<file path="src/rtl/weight_load_scheduler.sv">
// rtl/weight_load_scheduler.sv - round-robin burst scheduler sharing one weight ROM port
module weight_load_scheduler #(
    parameter int NUM_REQ = 4,
    parameter int ADDR_W  = 8,
    parameter int DATA_W  = 28,
    parameter int LEN_W   = 9,
    parameter int ROM_LAT = 1
) (
    input  logic                      clk,
    input  logic                      rst_n,
    input  logic [NUM_REQ-1:0]        req_i,
    input  logic [NUM_REQ*ADDR_W-1:0] req_base_i,
    input  logic [NUM_REQ*LEN_W-1:0]  req_len_i,
    output logic [NUM_REQ-1:0]        grant_o,
    output logic                      rom_en_o,
    output logic [ADDR_W-1:0]         rom_addr_o,
    input  logic [DATA_W-1:0]         rom_data_i,
    output logic [DATA_W-1:0]         wdata_o,
    output logic                      wvalid_o,
    output logic [LEN_W-1:0]          widx_o,
    output logic [NUM_REQ-1:0]        done_o,
    output logic                      busy_o
);

    localparam int PTR_W = $clog2(NUM_REQ);

    typedef enum logic [1:0] {
        S_IDLE,
        S_READ,
        S_DRAIN,
        S_DONE
    } state_t;

    state_t               state_q, state_d;
    logic [PTR_W-1:0]     rr_q, rr_d;
    logic [PTR_W-1:0]     gidx_q, gidx_d;
    logic [NUM_REQ-1:0]   grant_q, grant_d;
    logic [ADDR_W-1:0]    base_q, base_d;
    logic [LEN_W-1:0]     len_q, len_d;
    logic [LEN_W-1:0]     offset_q, offset_d;

    // Valid/index pipe tracking addresses in flight through the ROM.
    logic [ROM_LAT-1:0]            vld_q;
    logic [ROM_LAT-1:0][LEN_W-1:0] pidx_q;

    logic [DATA_W-1:0]    wdata_q;
    logic                 wvalid_q;
    logic [LEN_W-1:0]     widx_q;

    logic                 issue;
    logic                 pick_valid;
    logic [PTR_W-1:0]     pick_idx;
    logic [PTR_W:0]       cand_sum;
    logic [PTR_W-1:0]     cand;

    // Round-robin pick: the requester nearest to rr_q (scanning upward, wrapping) wins.
    always_comb begin
        pick_valid = 1'b0;
        pick_idx   = '0;
        cand_sum   = '0;
        cand       = '0;
        // Scan from farthest to nearest so the nearest set bit is the last assignment.
        for (int k = NUM_REQ - 1; k >= 0; k--) begin
            cand_sum = {1'b0, rr_q} + (PTR_W+1)'(k);
            if (cand_sum >= (PTR_W+1)'(NUM_REQ)) begin
                cand_sum = cand_sum - (PTR_W+1)'(NUM_REQ);
            end
            cand = cand_sum[PTR_W-1:0];
            if (req_i[cand]) begin
                pick_valid = 1'b1;
                pick_idx   = cand;
            end
        end
    end

    // Next-state logic for the burst FSM and its latched burst descriptor.
    always_comb begin
        state_d  = state_q;
        rr_d     = rr_q;
        gidx_d   = gidx_q;
        grant_d  = grant_q;
        base_d   = base_q;
        len_d    = len_q;
        offset_d = offset_q;
        issue    = 1'b0;
        case (state_q)
            S_IDLE: begin
                if (pick_valid) begin
                    gidx_d   = pick_idx;
                    grant_d  = NUM_REQ'(1) << pick_idx;
                    base_d   = req_base_i[pick_idx*ADDR_W +: ADDR_W];
                    len_d    = req_len_i[pick_idx*LEN_W +: LEN_W];
                    offset_d = '0;
                    state_d  = S_READ;
                end
            end
            S_READ: begin
                if (len_q == '0) begin
                    // Empty burst: complete without touching the ROM.
                    state_d = S_DONE;
                end else begin
                    issue    = 1'b1;
                    offset_d = offset_q + LEN_W'(1);
                    if (offset_q == len_q - LEN_W'(1)) begin
                        state_d = S_DRAIN;
                    end
                end
            end
            S_DRAIN: begin
                // The output register flushes its last word on the same edge the pipe empties.
                if (vld_q == '0) begin
                    state_d = S_DONE;
                end
            end
            S_DONE: begin
                grant_d  = '0;
                offset_d = '0;
                rr_d     = (gidx_q == PTR_W'(NUM_REQ - 1)) ? '0 : gidx_q + PTR_W'(1);
                state_d  = S_IDLE;
            end
            default: begin
                state_d = S_IDLE;
            end
        endcase
    end

    // FSM and burst descriptor registers.
    always_ff @(posedge clk or negedge rst_n) begin
        if (!rst_n) begin
            state_q  <= S_IDLE;
            rr_q     <= '0;
            gidx_q   <= '0;
            grant_q  <= '0;
            base_q   <= '0;
            len_q    <= '0;
            offset_q <= '0;
        end else begin
            state_q  <= state_d;
            rr_q     <= rr_d;
            gidx_q   <= gidx_d;
            grant_q  <= grant_d;
            base_q   <= base_d;
            len_q    <= len_d;
            offset_q <= offset_d;
        end
    end

    // Shift issued-address markers alongside the ROM read latency.
    always_ff @(posedge clk or negedge rst_n) begin
        if (!rst_n) begin
            vld_q  <= '0;
            pidx_q <= '0;
        end else begin
            vld_q[0]  <= issue;
            pidx_q[0] <= offset_q;
            for (int j = 1; j < ROM_LAT; j++) begin
                vld_q[j]  <= vld_q[j-1];
                pidx_q[j] <= pidx_q[j-1];
            end
        end
    end

    // Register the ROM word with its burst index when the pipe says it is valid.
    always_ff @(posedge clk or negedge rst_n) begin
        if (!rst_n) begin
            wdata_q  <= '0;
            wvalid_q <= 1'b0;
            widx_q   <= '0;
        end else begin
            wvalid_q <= vld_q[ROM_LAT-1];
            if (vld_q[ROM_LAT-1]) begin
                wdata_q <= rom_data_i;
                widx_q  <= pidx_q[ROM_LAT-1];
            end
        end
    end

    assign grant_o    = grant_q;
    assign rom_en_o   = issue;
    assign rom_addr_o = issue ? (base_q + ADDR_W'(offset_q)) : '0;
    assign wdata_o    = wdata_q;
    assign wvalid_o   = wvalid_q;
    assign widx_o     = widx_q;
    assign done_o     = (state_q == S_DONE) ? grant_q : '0;
    assign busy_o     = (state_q != S_IDLE);

endmodule

</file>
<file path="config.mk">
export PLATFORM = sky130hd
export DESIGN_NAME = weight_load_scheduler
export DESIGN_NICKNAME = d
export VERILOG_FILES = /design/src/rtl/weight_load_scheduler.sv
export SDC_FILE = /design/constraint.sdc
export NUM_CORES = 1
export LEC_CHECK = 0
export ABC_AREA = 1
export ABC_CLOCK_PERIOD_IN_PS = 2800
export BUFFER_PORTS_ARGS = -buffer_cell sky130_fd_sc_hd__buf_2
export CAP_MARGIN = 20
export CORE_ASPECT_RATIO = 0.7
export CORE_MARGIN = 2
export CORE_UTILIZATION = 35
export DETAILED_ROUTE_END_ITERATION = 6
export GPL_TIMING_DRIVEN = 1
export PLACE_DENSITY = 0.68
export SETUP_SLACK_MARGIN = 0.02
export SLEW_MARGIN = 5
export SYNTH_ARGS = -nofsm -noshare
export SYNTH_HDL_FRONTEND = slang
export SYNTH_SLANG_ARGS = --single-unit
export TNS_END_PERCENT = 30
</file>
<file path="constraint.sdc">
create_clock -name clk -period 2.8 [get_ports clk]
set_input_delay 0.28 -clock clk [delete_from_list [all_inputs] [get_ports clk]]
set_output_delay 0.28 -clock clk [all_outputs]
set_load 0.02 [all_outputs]
</file>
After elaboration in Yosys (flattened, before gate mapping)
Index checks and enable logic that the tools add are counted.
{ "totals": {"register_bits": 84, "inputBits": 102, "output_inout_bits": 56} }
{ "classes": {"n_addsub": 11, "n_mul": 1, "n_lt_le_gt_ge": 8, "n_eq_ne": 9, "n_shift": 3, "n_mux": 35, "reduce_logical": 9} }
{ "ops": {"columns": ["op", "count"], "rows": [
  ["$shiftx A36 B7 Y9", 1],
  ["$shiftx A32 B6 Y8", 1],
  ["$pmux W9 S3", 1],
  ["$mux W2", 13],
  ["$mux W9", 2],
  ["$lt A2 B3 Y1 const B", 4],
  ["$mux W1", 10],
  ["$add A9 B1 Y9 const B", 1],
  ["$eq A9 B9 Y1", 1],
  ["$ge A3 B3 Y1 const B", 3],
  ["$logic_not A9 Y1", 1],
  ["$sub A9 B1 Y9 const B", 1],
  ["$add A8 B8 Y8", 1],
  ["$bmux W1 S2", 4],
  ["$mux W4", 2],
  ["$mux W8", 1],
  ["$pmux W2 S4", 1],
  ["$pmux W4 S2", 1],
  ["$sub A2 B1 Y2 const B", 4],
  ["$add A2 B2 Y3 const B", 2],
  ["$eq A2 B2 Y1 const B", 3],
  ["$mul A2 B4 Y6 const B", 1],
  ["$ne A2 B2 Y1 const B", 3],
  ["$reduce_and A3 Y1", 2],
  ["other kinds (10)", 12]
]} }

Depth between registers and ports, before layout
{ "depth": {"word_depth": 12, "depth_mapped": 18, "ltp_nobuf": 15} }

Worst setup path after synthesis
Ideal clock, no wire load.
{ "synth_timing": {"kind": "reg2out", "startpoint": "reg offset_q[0]", "endpoint": "out rom_addr_o[6]", "arrival_time_ns": 2.101, "required_time_ns": 2.520, "path_slack_ns": 0.419, "stages_incl_launch_ff": 11, "path_cell_list": "dfrtp_1 -> ha_1 -> fa_1 -> nand2_1 -> inv_1 -> o21ai_0 -> a21oi_1 -> o21a_1 -> nor2_1 -> o21ai_0 -> a21oi_1"} }
{ "synth_via": {"elab_chain_cells": 2} }
{ "synth_lines": {"columns": ["item", "line_no", "rtl"], "rows": [
  ["from (decl)", "40", "logic [LEN_W-1:0] offset_q, offset_d;"],
  ["from (signal assigned)", "144", "offset_q <= offset_d;"],
  ["$add A8 B8 Y8", "180", "assign rom_addr_o = issue ? (base_q + ADDR_W'(offset_q)) : '0;"],
  ["$mux W8", "180", null],
  ["to (decl)", "16", "output logic [ADDR_W-1:0] rom_addr_o,"]
]} }
No other way between the ends.

Worst setup path in the final report
Ends and elaborated chain as after synthesis.

==> impl_results.md <==
- Number of flops mapped to enable cells by yosys: 0
- Synth top area cells: dfrtp_1 42%, nand2_1 26%, nand3_1 5.3%
- Ys flop type: dfrtp_1
- Boundary Pins: 158
- CTS tree: yes
- Synthesis warning total: 0
- DR pass1 iterations: 6
- Hold crit path type: in -> reg
- DIE AREA: 0.0153 mm^2
- Gr usage total: 16.4%
- Clock latency on the worst-skew pair: 0.34 ns
- First-pass GRT wire length: 20.7 mm
- Initial Util: 35.8%
- Num rows: 36
- Die width: 147 um
- FF-to-FF setup slack: 0.58 ns
- Final period util: 92.6%
- Max clock buf depth: 2
- Final Hold Viols: 0
- Syn nets: 818
- Filler Cells Inserted: 1477
- Clk slew on worst S/H paths: 0.06 ns
- Vias in the first global route: 4461
- Post-route ant nets: 0
- Footprint of the multi-input gates: 0.00254 mm^2
- RSZ-0062 raised after global routing: false
- Largest net degree at the start of global routing: 50
- Pleak: 0.00365 uW
- DR vias/cell: 4.52
- PortBufs: 157
- Maxcap violations: 0
- Area growth from synthesis to layout: 25.7%
- Netlist cell types: 34
- Startpoint Class: flop
- Post-Syn Area: 0.00500 mm^2
- CTS Buf Count: 9
- Synthesized instance count: 699
- Diode count: 0
- Clock Skews: 0.00729 ns
- WS Path Type: reg -> out
- Root Buffer: clkbuf_16
- Minimum clock period: 2.59 ns
- Maximum vdd ir drop: 0.000341 V
- Actual slew at the worst max-slew pin: 0.648 ns
- Initial antenna violation count: 0
- Final WS setup: 0.206 ns
- Vias: 4723
- WL/cell: 11.6 um
- Core area: 0.0140 mm^2
- Fin. max-slew vios: 0
- Seq/Total Area, Yosys: 42.0%
- H-Tree Depth: 3
- Place WS: 0.286 ns
- Clk sinks: 84
- GR Overflow Total: 0
- Register area: 0.00210 mm^2
- Layout net count: 969
- WP data arrival: 2.31 ns
- Syn avg cell area: 7.16 um^2
- Number of synthesized register bits: 84
- Status: finished clean
- Most area-hungry cell type in the Yosys netlist: dfrtp_1
- Initial DRC Count: 242
- CP required: 2.52 ns
- Slew headroom: 56.8%
- Final setup TNS: 0 ns
- Max Fclk: 0.386 GHz
- Ys async rst share: 100%
- Endpoints failing setup: 0
- Setup crit end kind: primary output
- Synth top area share: 42.0%
- Layout cells sized above 1: 26.1%
- Worst Path Max Fanout: 2
- Final WL: 12.1 mm
- DPL Wire Length: 9.11 mm
- DRC violation count after routing: 0
- Final Wtd Congestion: 0.834
- PD cells: 1150 mW/mm^2
- Die H: 104 um
[layout make-up]
cell class              count  area share [%]
flip-flops and latches     84            33.4
repair buffers            168            14.1
clock inverters             6            1.11
multi-input cells         534            40.5
inverters                  53            3.28
well taps                 190            3.78
clock buffers              10            3.80
[cells by family (layout without fill, tap and decap cells)]
kind of cell | count (synthesis) | after routing | share of synthesized area, %
adder cells (fa/ha/maj) | 17 | 17 | 4.40
AO/OA/AOI/OAI | 39 | 39 | 4.43
XOR/XNOR | 12 | 12 | 2.40
AND/OR/NAND/NOR | 466 | 466 | 39.3
flip-flops | 84 | 84 | 42.0
buffers and inverters | 81 | 237 | 7.43
[layout by cell type, fill, tap and decap left out, types with 2 or more instances in the layout]
master and count:
clkinvlp_4 3, o31ai_1 3, o21ai_0 15, o21ai_2 2
buf_4 11, a21oi_1 8, nor3_1 8, buf_2 155
nand4_1 4, nand3_4 3, o22ai_1 5, inv_1 48
nand2_2 18, nand2_4 4, xnor2_1 5, clkbuf_16 9
dfrtp_1 83, inv_6 2, nor3b_1 2, nor2_1 24
nand2_1 346, ha_1 15, inv_2 4, nand3_1 53
or2_2 2, xor2_1 6
[sequential cells by signal, indices dropped and copies added (netlist names), 2 cells and up]
| signal | cells |
|---|---|
| wdata_o | 28 |
| len_q | 9 |
| offset_q | 9 |
| pidx_q | 9 |
| widx_o | 9 |
| base_q | 8 |
| grant_o | 4 |
| gidx_q | 2 |
| rr_q | 2 |
| state_q | 2 |
[per-stage QoR]
| stage | util (%) | instance area [um^2] | hold slack [ns] | total power, uW | std cells |
|---|---|---|---|---|---|
| 6_report | 45.0 | 6290 | 0.138 | 7220 | 1045 |
| 5_1_grt | 45.0 | 6290 | 0.134 | 7970 | 1045 |
| 4_1_cts | 44.9 | 6270 | 0.121 | 7320 | 1045 |
| 3_5_place_dp | 42.6 | 5940 | 0.347 | 6040 | 1027 |
| 3_3_place_gp | 42.6 | 5940 | 0.346 | 5980 | 1027 |
| 2_1_floorplan | - | 5000 | -0.0156 | 5160 | 699 |
[power by group]
part | leakage, uW | switching, uW | total, uW | internal, uW
sequential | 0.00108 | 330 | 1980 | 1650
combinational | 0.00242 | 2650 | 4020 | 1370
clock | 0.000142 | 499 | 1220 | 721
total | 0.00365 | 3480 | 7220 | 3740
[per-layer routing]
layer | track usage (%) | up-vias | part of all wire (%)
li1 | - | 2475 | -
met2 | 26.0 | 98 | 44
met3 | 3.86 | 10 | 5.0
met1 | 23.0 | 2140 | 50
met4 | 3.09 | 0 | 0.64
met5 | 0 | - | 0
[cell usage after synthesis, types with 2 or more instances]
cell / n
nor3_1: 8
nand2_4: 4
nand3_4: 3
xnor2_1: 5
ha_1: 16
buf_6: 3
nor3b_1: 2
nand2_2: 18
nand4_1: 4
nand2_1: 346
inv_2: 4
o31ai_1: 3
dfrtp_1: 84
xor2_1: 6
a21oi_1: 9
o21ai_0: 17
clkbuf_1: 11
buf_2: 11
nor2_1: 25
or2_2: 2
buf_4: 2
o22ai_1: 5
nand3_1: 53
inv_1: 48
[final timing paths]
check,startpoint,to,cells past startpoint
setup / recovery,offset_q[0]$_DFFE_PN0P_,rom_addr_o[6],11
hold / removal,rom_data_i[4],wdata_o[4]$_DFFE_PN0P_,3
setup reg to reg,rr_q[0]$_DFFE_PN0P_,base_q[1]$_DFFE_PN0P_,13
hold reg to reg,offset_q[8]$_DFFE_PN0P_,pidx_q[8]$_DFF_PN0_,0
max in group asynchronous,rst_n,widx_o[0]$_DFFE_PN0P_,3
min in group asynchronous,rst_n,grant_o[3]$_DFFE_PN0P_,2
[repair_timing]
action                                  4_1_cts  5_1_grt
hold buffers                                  1        0
pin swaps                                     0        2
endpoints found under the setup margin        1        1
hold endpoints to repair                     48        0
resized for setup                             3        6
buffers inserted                              1        0
[critical path, stage by stage, from the launching register on]
cell and delay [ns]:
dfrtp_2 0.40, ha_2 0.18, fa_2 0.34, nand2_1 0.06, inv_1 0.06, o21ai_2 0.17, a21oi_2 0.09, o21a_1 0.18
nor2_2 0.09, o21ai_1 0.06, a21oi_1 0.17, buf_4 0.18
Power figures use the tool's default switching activity.
